## config.mk

```make
export PLATFORM = sky130hd
export DESIGN_NAME = wb_arbiter2
export DESIGN_NICKNAME = d
export VERILOG_FILES = /design/src/rtl/wb_arbiter2.sv
export SDC_FILE = /design/constraint.sdc
export NUM_CORES = 1
export LEC_CHECK = 0
export CAP_MARGIN = 5
export CORE_AREA = 2 2 362 364
export CTS_BUF_LIST = sky130_fd_sc_hd__clkbuf_4 sky130_fd_sc_hd__clkbuf_8 sky130_fd_sc_hd__clkbuf_16
export CTS_CLUSTER_SIZE = 20
export DETAILED_ROUTE_END_ITERATION = 12
export DIE_AREA = 0 0 364 366
export HOLD_SLACK_MARGIN = 0.1
export PLACE_DENSITY_LB_ADDON = 0.2
export SYNTH_ARGS = -nofsm -noshare
export SYNTH_HDL_FRONTEND = slang
export SYNTH_SLANG_ARGS = --single-unit
export TNS_END_PERCENT = 10
```

## constraint.sdc

```tcl
create_clock -name clk -period 2 [get_ports clk]
set_input_delay 0.4 -clock clk [delete_from_list [all_inputs] [get_ports clk]]
set_output_delay 0.4 -clock clk [all_outputs]
set_load 0.02 [all_outputs]
```

## src/rtl/wb_arbiter2.sv

```systemverilog
// wb_arbiter2: two-master to one-slave Wishbone classic arbiter.
// Bus cycles are granted whole (cyc-delimited) with round-robin priority.
// A watchdog turns a stalled strobe into an error termination.
module wb_arbiter2 #(
  parameter int ADDR_WIDTH = 32,
  parameter int DATA_WIDTH = 128,
  parameter int SEL_GRAN   = 8,
  parameter int TIMEOUT    = 64,
  localparam int SEL_WIDTH = DATA_WIDTH / SEL_GRAN
) (
  input  logic                  clk,
  input  logic                  rst,

  // master 0 (instruction fetch)
  input  logic [ADDR_WIDTH-1:0] m0_adr_i,
  input  logic [DATA_WIDTH-1:0] m0_dat_i,
  output logic [DATA_WIDTH-1:0] m0_dat_o,
  input  logic                  m0_we_i,
  input  logic [SEL_WIDTH-1:0]  m0_sel_i,
  input  logic                  m0_stb_i,
  input  logic                  m0_cyc_i,
  output logic                  m0_ack_o,
  output logic                  m0_err_o,
  output logic                  m0_rty_o,

  // master 1 (data access)
  input  logic [ADDR_WIDTH-1:0] m1_adr_i,
  input  logic [DATA_WIDTH-1:0] m1_dat_i,
  output logic [DATA_WIDTH-1:0] m1_dat_o,
  input  logic                  m1_we_i,
  input  logic [SEL_WIDTH-1:0]  m1_sel_i,
  input  logic                  m1_stb_i,
  input  logic                  m1_cyc_i,
  output logic                  m1_ack_o,
  output logic                  m1_err_o,
  output logic                  m1_rty_o,

  // shared slave
  output logic [ADDR_WIDTH-1:0] s_adr_o,
  output logic [DATA_WIDTH-1:0] s_dat_o,
  input  logic [DATA_WIDTH-1:0] s_dat_i,
  output logic                  s_we_o,
  output logic [SEL_WIDTH-1:0]  s_sel_o,
  output logic                  s_stb_o,
  output logic                  s_cyc_o,
  input  logic                  s_ack_i,
  input  logic                  s_err_i,
  input  logic                  s_rty_i
);

  // The counter only ever needs to reach TIMEOUT-1.
  localparam int CNT_W = (TIMEOUT > 1) ? $clog2(TIMEOUT) : 1;
  localparam logic [CNT_W-1:0] CNT_LAST = CNT_W'((TIMEOUT > 0) ? (TIMEOUT - 1) : 0);

  typedef enum logic [1:0] {
    IDLE = 2'd0,
    GNT0 = 2'd1,
    GNT1 = 2'd2
  } state_t;

  state_t           state_q, state_d;
  logic             prio_q, prio_d;
  logic             grant_end;
  logic             slave_term;
  logic [CNT_W-1:0] wd_cnt_q;
  logic             forced_q;

  assign slave_term = s_ack_i | s_err_i | s_rty_i;

  // Read data goes to both masters unconditionally; only ack qualifies it.
  assign m0_dat_o = s_dat_i;
  assign m1_dat_o = s_dat_i;

  // Arbitration: pick a master from IDLE, hold the grant until its cyc drops,
  // then hand priority to the other master and switch directly if it waits.
  always_comb begin
    state_d   = state_q;
    prio_d    = prio_q;
    grant_end = 1'b0;
    case (state_q)
      IDLE: begin
        if (m0_cyc_i && m1_cyc_i) begin
          state_d = prio_q ? GNT1 : GNT0;
        end else if (m0_cyc_i) begin
          state_d = GNT0;
        end else if (m1_cyc_i) begin
          state_d = GNT1;
        end
      end
      GNT0: begin
        if (!m0_cyc_i) begin
          grant_end = 1'b1;
          prio_d    = 1'b1;
          state_d   = m1_cyc_i ? GNT1 : IDLE;
        end
      end
      GNT1: begin
        if (!m1_cyc_i) begin
          grant_end = 1'b1;
          prio_d    = 1'b0;
          state_d   = m0_cyc_i ? GNT0 : IDLE;
        end
      end
      default: begin
        state_d = IDLE;
      end
    endcase
  end

  // Grant state and round-robin pointer registers.
  always_ff @(posedge clk) begin
    if (rst) begin
      state_q <= IDLE;
      prio_q  <= 1'b0;
    end else begin
      state_q <= state_d;
      prio_q  <= prio_d;
    end
  end

  // Watchdog: count unanswered strobe cycles and schedule one forced-error
  // cycle once the slave has been silent for TIMEOUT strobe cycles.
  always_ff @(posedge clk) begin
    if (rst || (TIMEOUT == 0)) begin
      wd_cnt_q <= '0;
      forced_q <= 1'b0;
    end else if (forced_q || grant_end || !s_stb_o || slave_term) begin
      wd_cnt_q <= '0;
      forced_q <= 1'b0;
    end else if (wd_cnt_q == CNT_LAST) begin
      wd_cnt_q <= '0;
      forced_q <= 1'b1;
    end else begin
      wd_cnt_q <= wd_cnt_q + CNT_W'(1);
    end
  end

  // Bus mux: the granted master drives the slave and alone sees terminations;
  // a forced-error cycle hides the strobe and replaces any slave response.
  always_comb begin
    s_adr_o  = '0;
    s_dat_o  = '0;
    s_we_o   = 1'b0;
    s_sel_o  = '0;
    s_stb_o  = 1'b0;
    s_cyc_o  = 1'b0;
    m0_ack_o = 1'b0;
    m0_err_o = 1'b0;
    m0_rty_o = 1'b0;
    m1_ack_o = 1'b0;
    m1_err_o = 1'b0;
    m1_rty_o = 1'b0;
    case (state_q)
      GNT0: begin
        s_adr_o  = m0_adr_i;
        s_dat_o  = m0_dat_i;
        s_we_o   = m0_we_i;
        s_sel_o  = m0_sel_i;
        s_stb_o  = m0_stb_i & ~forced_q;
        s_cyc_o  = m0_cyc_i;
        m0_ack_o = s_ack_i & ~forced_q;
        m0_err_o = s_err_i | forced_q;
        m0_rty_o = s_rty_i & ~forced_q;
      end
      GNT1: begin
        s_adr_o  = m1_adr_i;
        s_dat_o  = m1_dat_i;
        s_we_o   = m1_we_i;
        s_sel_o  = m1_sel_i;
        s_stb_o  = m1_stb_i & ~forced_q;
        s_cyc_o  = m1_cyc_i;
        m1_ack_o = s_ack_i & ~forced_q;
        m1_err_o = s_err_i | forced_q;
        m1_rty_o = s_rty_i & ~forced_q;
      end
      default: begin
      end
    endcase
  end

endmodule

```

==> reports/metrics.yaml <==
clock_network:
  cts_tree: "done"
  clk_latency_ns: 0.24
  cts_sinks: 10
  clk_pin_slew_ns: 0.05
  htree_levels: 1
  cts-root-buf: "clkbuf_16"
  cts_inserted_buffers: 3
  cts.hold.buffers_added: 0
  clock_path_buffers: 2
cells_and_area:
  multi_input_area_mm2: 0.00434
  drive_gt1_frac: 0.547
  fill_cells: 14755
  fin_area_mm2: 0.0152
  fin_nets: 1616
  final_core_utilization: 0.118
  syn_to_final_growth_pct: 191
  n_antenna_cell: 0
  seqCellArea_um2: 205
timing:
  rsz0062_at_grt: "yes"
  tightest_slew_ns: 0.737
  period_share: 1.28
  slew-limit-headroom: 0.508
  skew_ns: 0.00438
  hold_viol: 0
  layout_setup_ws_ns: -0.562
  period_needed_ns: 2.56
  drv_slew: 0
  setup_violations: 179
  fmax_mhz: 390
  hold_slack_ns: 0.489
setup_path:
  path_class: "reg -> out"
  slowest_stage: "a22oi_2"
  crit_required_ns: 1.60
  critPathArrivalTime_ns: 2.16
  cp_cell_sequence: "buf_6 -> ha_4 -> buf_16 -> buf_16 -> a22oi_2 -> nor2b_2 -> buf_12"
  crit_fanout: 6
  start_kind: "flip-flop"
  reg2reg_depth: 9
  critPathMaxStageDelay_ns: 0.60
  cp-end-kind: "primary output"
  cpMostUsedCell: "buf_16"
synth:
  synth.avg_cell_area_um2: 7.04
  synth_top_area_frac: 0.367
  ys_seq_area_frac: 0.0382
  synth_cell_types: 30
  yosysWarnings: 0
  syn_nets: 1241
  synthArstFlopShare: 0
  synthTopCellsByArea: "buf_4, a22oi_1, nor2b_1"
  netlist_area_mm2: 0.00524
  synth_ff_type: "dfxtp_1"
  yosys.area.top_type: "buf_4"
  syn_inst: 744
  netlist_top_cells_count: "buf_4, nor2b_1, a22oi_1"
  yosysMostFrequentCell: "buf_4"
  synth_edf_count: 0
  synth-seq-cells: 10
status:
  outcome: "finished with violations"
  violations: "setup timing"
floorplanning:
  rows: 132
  die_width_um: 364
  die-area_mm2: 0.133
  design.core.area_mm2: 0.129
  io_pins: 932
  die_h_um: 366
  initial_core_util: 0.0406
place:
  gp_congestion: 0.744
  postPlaceCellArea_mm2: 0.0129
  hpwl_mm: 54.8
  numPortBuffers: 547
drt:
  drc: 0
  vias_per_cell: 2.44
  drt_iter0_drc: 221
  first_pass_iters: 6
  vias: 6982
  ant_nets: 0
  wire_per_inst_um: 22.6
  wl_mm: 64.6
global_routing:
  grt_usage: 0.0895
  grt_antenna_before_repair: 15
  grt-ovfl-total: 0
  grt_pass1_vias: 7472
  grt_pass1_wl_mm: 78.8
  grt_max_degree: 61
power_and_ir_drop:
  power_uw: 7680
  leakagePower_uw: 0.00469
  peakVddDrop_v: 0.000265
  p_per_area_mw_per_mm2: 505
min_path:
  min_path_type: "reg -> reg"
  hold_path_depth: 1
run:
  maxCapViolCount: 0
==> layer usage <==
layer / GRT usage / vias to the layer above / part of all wire
met5: 0 / - / 0.0018
met2: 0.147 / 508 / 0.47
met4: 0.0219 / 16 / 0.029
met1: 0.109 / 3250 / 0.41
li1: - / 3069 / -
met3: 0.0336 / 139 / 0.095
==> through the flow <==
| step | setup TNS (ns) | setup WS [ns] | std cells |
|---|---|---|---|
| detailed placement | -83.72 | -1.38 | 2802 |
| CTS | -61.17 | -0.673 | 2838 |
| global route | -62.92 | -0.634 | 2860 |
| finish | -49.32 | -0.562 | 2860 |
| floorplan | -0.131 | -0.00655 | 744 |
| global placement | -84.07 | -1.41 | 2802 |
==> path summary, 6_finish.rpt <==
check                          startpoint                      end  slack, ns
setup / recovery  state_q[0]$_SDFFE_PP0P_              s_adr_o[29]      -0.56
hold / removal     wd_cnt_q[0]$_SDFF_PP0_   wd_cnt_q[0]$_SDFF_PP0_       0.49
setup reg to reg  state_q[0]$_SDFFE_PP0P_  state_q[0]$_SDFFE_PP0P_       0.17
hold reg to reg    wd_cnt_q[0]$_SDFF_PP0_   wd_cnt_q[0]$_SDFF_PP0_       0.49
==> final cells by class <==
type	instances	share of cell area
Sequential cell	10	0.0135
Multi-Input combinational cell	413	0.285
Tap cell	1742	0.143
Timing Repair Buffer	686	0.551
Inverter	5	0.00140
Clock buffer	4	0.00584
==> flip-flops by register name, indices dropped and copies added (netlist names) <==
register / flops
state_q: 2
wd_cnt_q: 6
forced_q: 1
prio_q: 1
==> cell usage in the layout, fill, tap and decap left out, types with 15 or more instances in the layout <==
cell type / count
nor2b_2: 66
buf_12: 134
a22oi_1: 66
nor2b_4: 92
buf_4: 100
a22oi_2: 111
clkdlybuf4s50_1: 362
buf_16: 15
nor2b_1: 21
buf_6: 46
==> power breakdown <==
group	switching (uW)	internal, uW
Combinational	3140	3920
Clock	102	302
Sequential	14.6	214
==> what timing repair did <==
action | 4_1_cts | 5_1_grt
cloned | 8 | 6
buffers inserted | 25 | 16
pin swaps | 19 | 35
gates resized for setup | 545 | 169
endpoints found under the setup margin | 194 | 184
==> critical path: cells and delay by family, from the launching register on <==
kind	cells	cell delay [ns]
adders and majority gates	1	0.19
AOI/OAI and AO/OA	1	0.60
and+or+nand+nor	1	0.13
buffers and inverters	4	0.60
DFF	1	0.35
==> kinds of logic after synthesis <==
kind of cell,synth area share
multiplexers,0.00191
adder cells (fa/ha/maj),0.0143
AND/OR/NAND/NOR,0.256
flip-flops,0.0382
XOR/XNOR,0.00669
AO/OA/AOI/OAI,0.267
buffers and inverters,0.416
No activity file was read; power rests on OpenSTA's default activity.
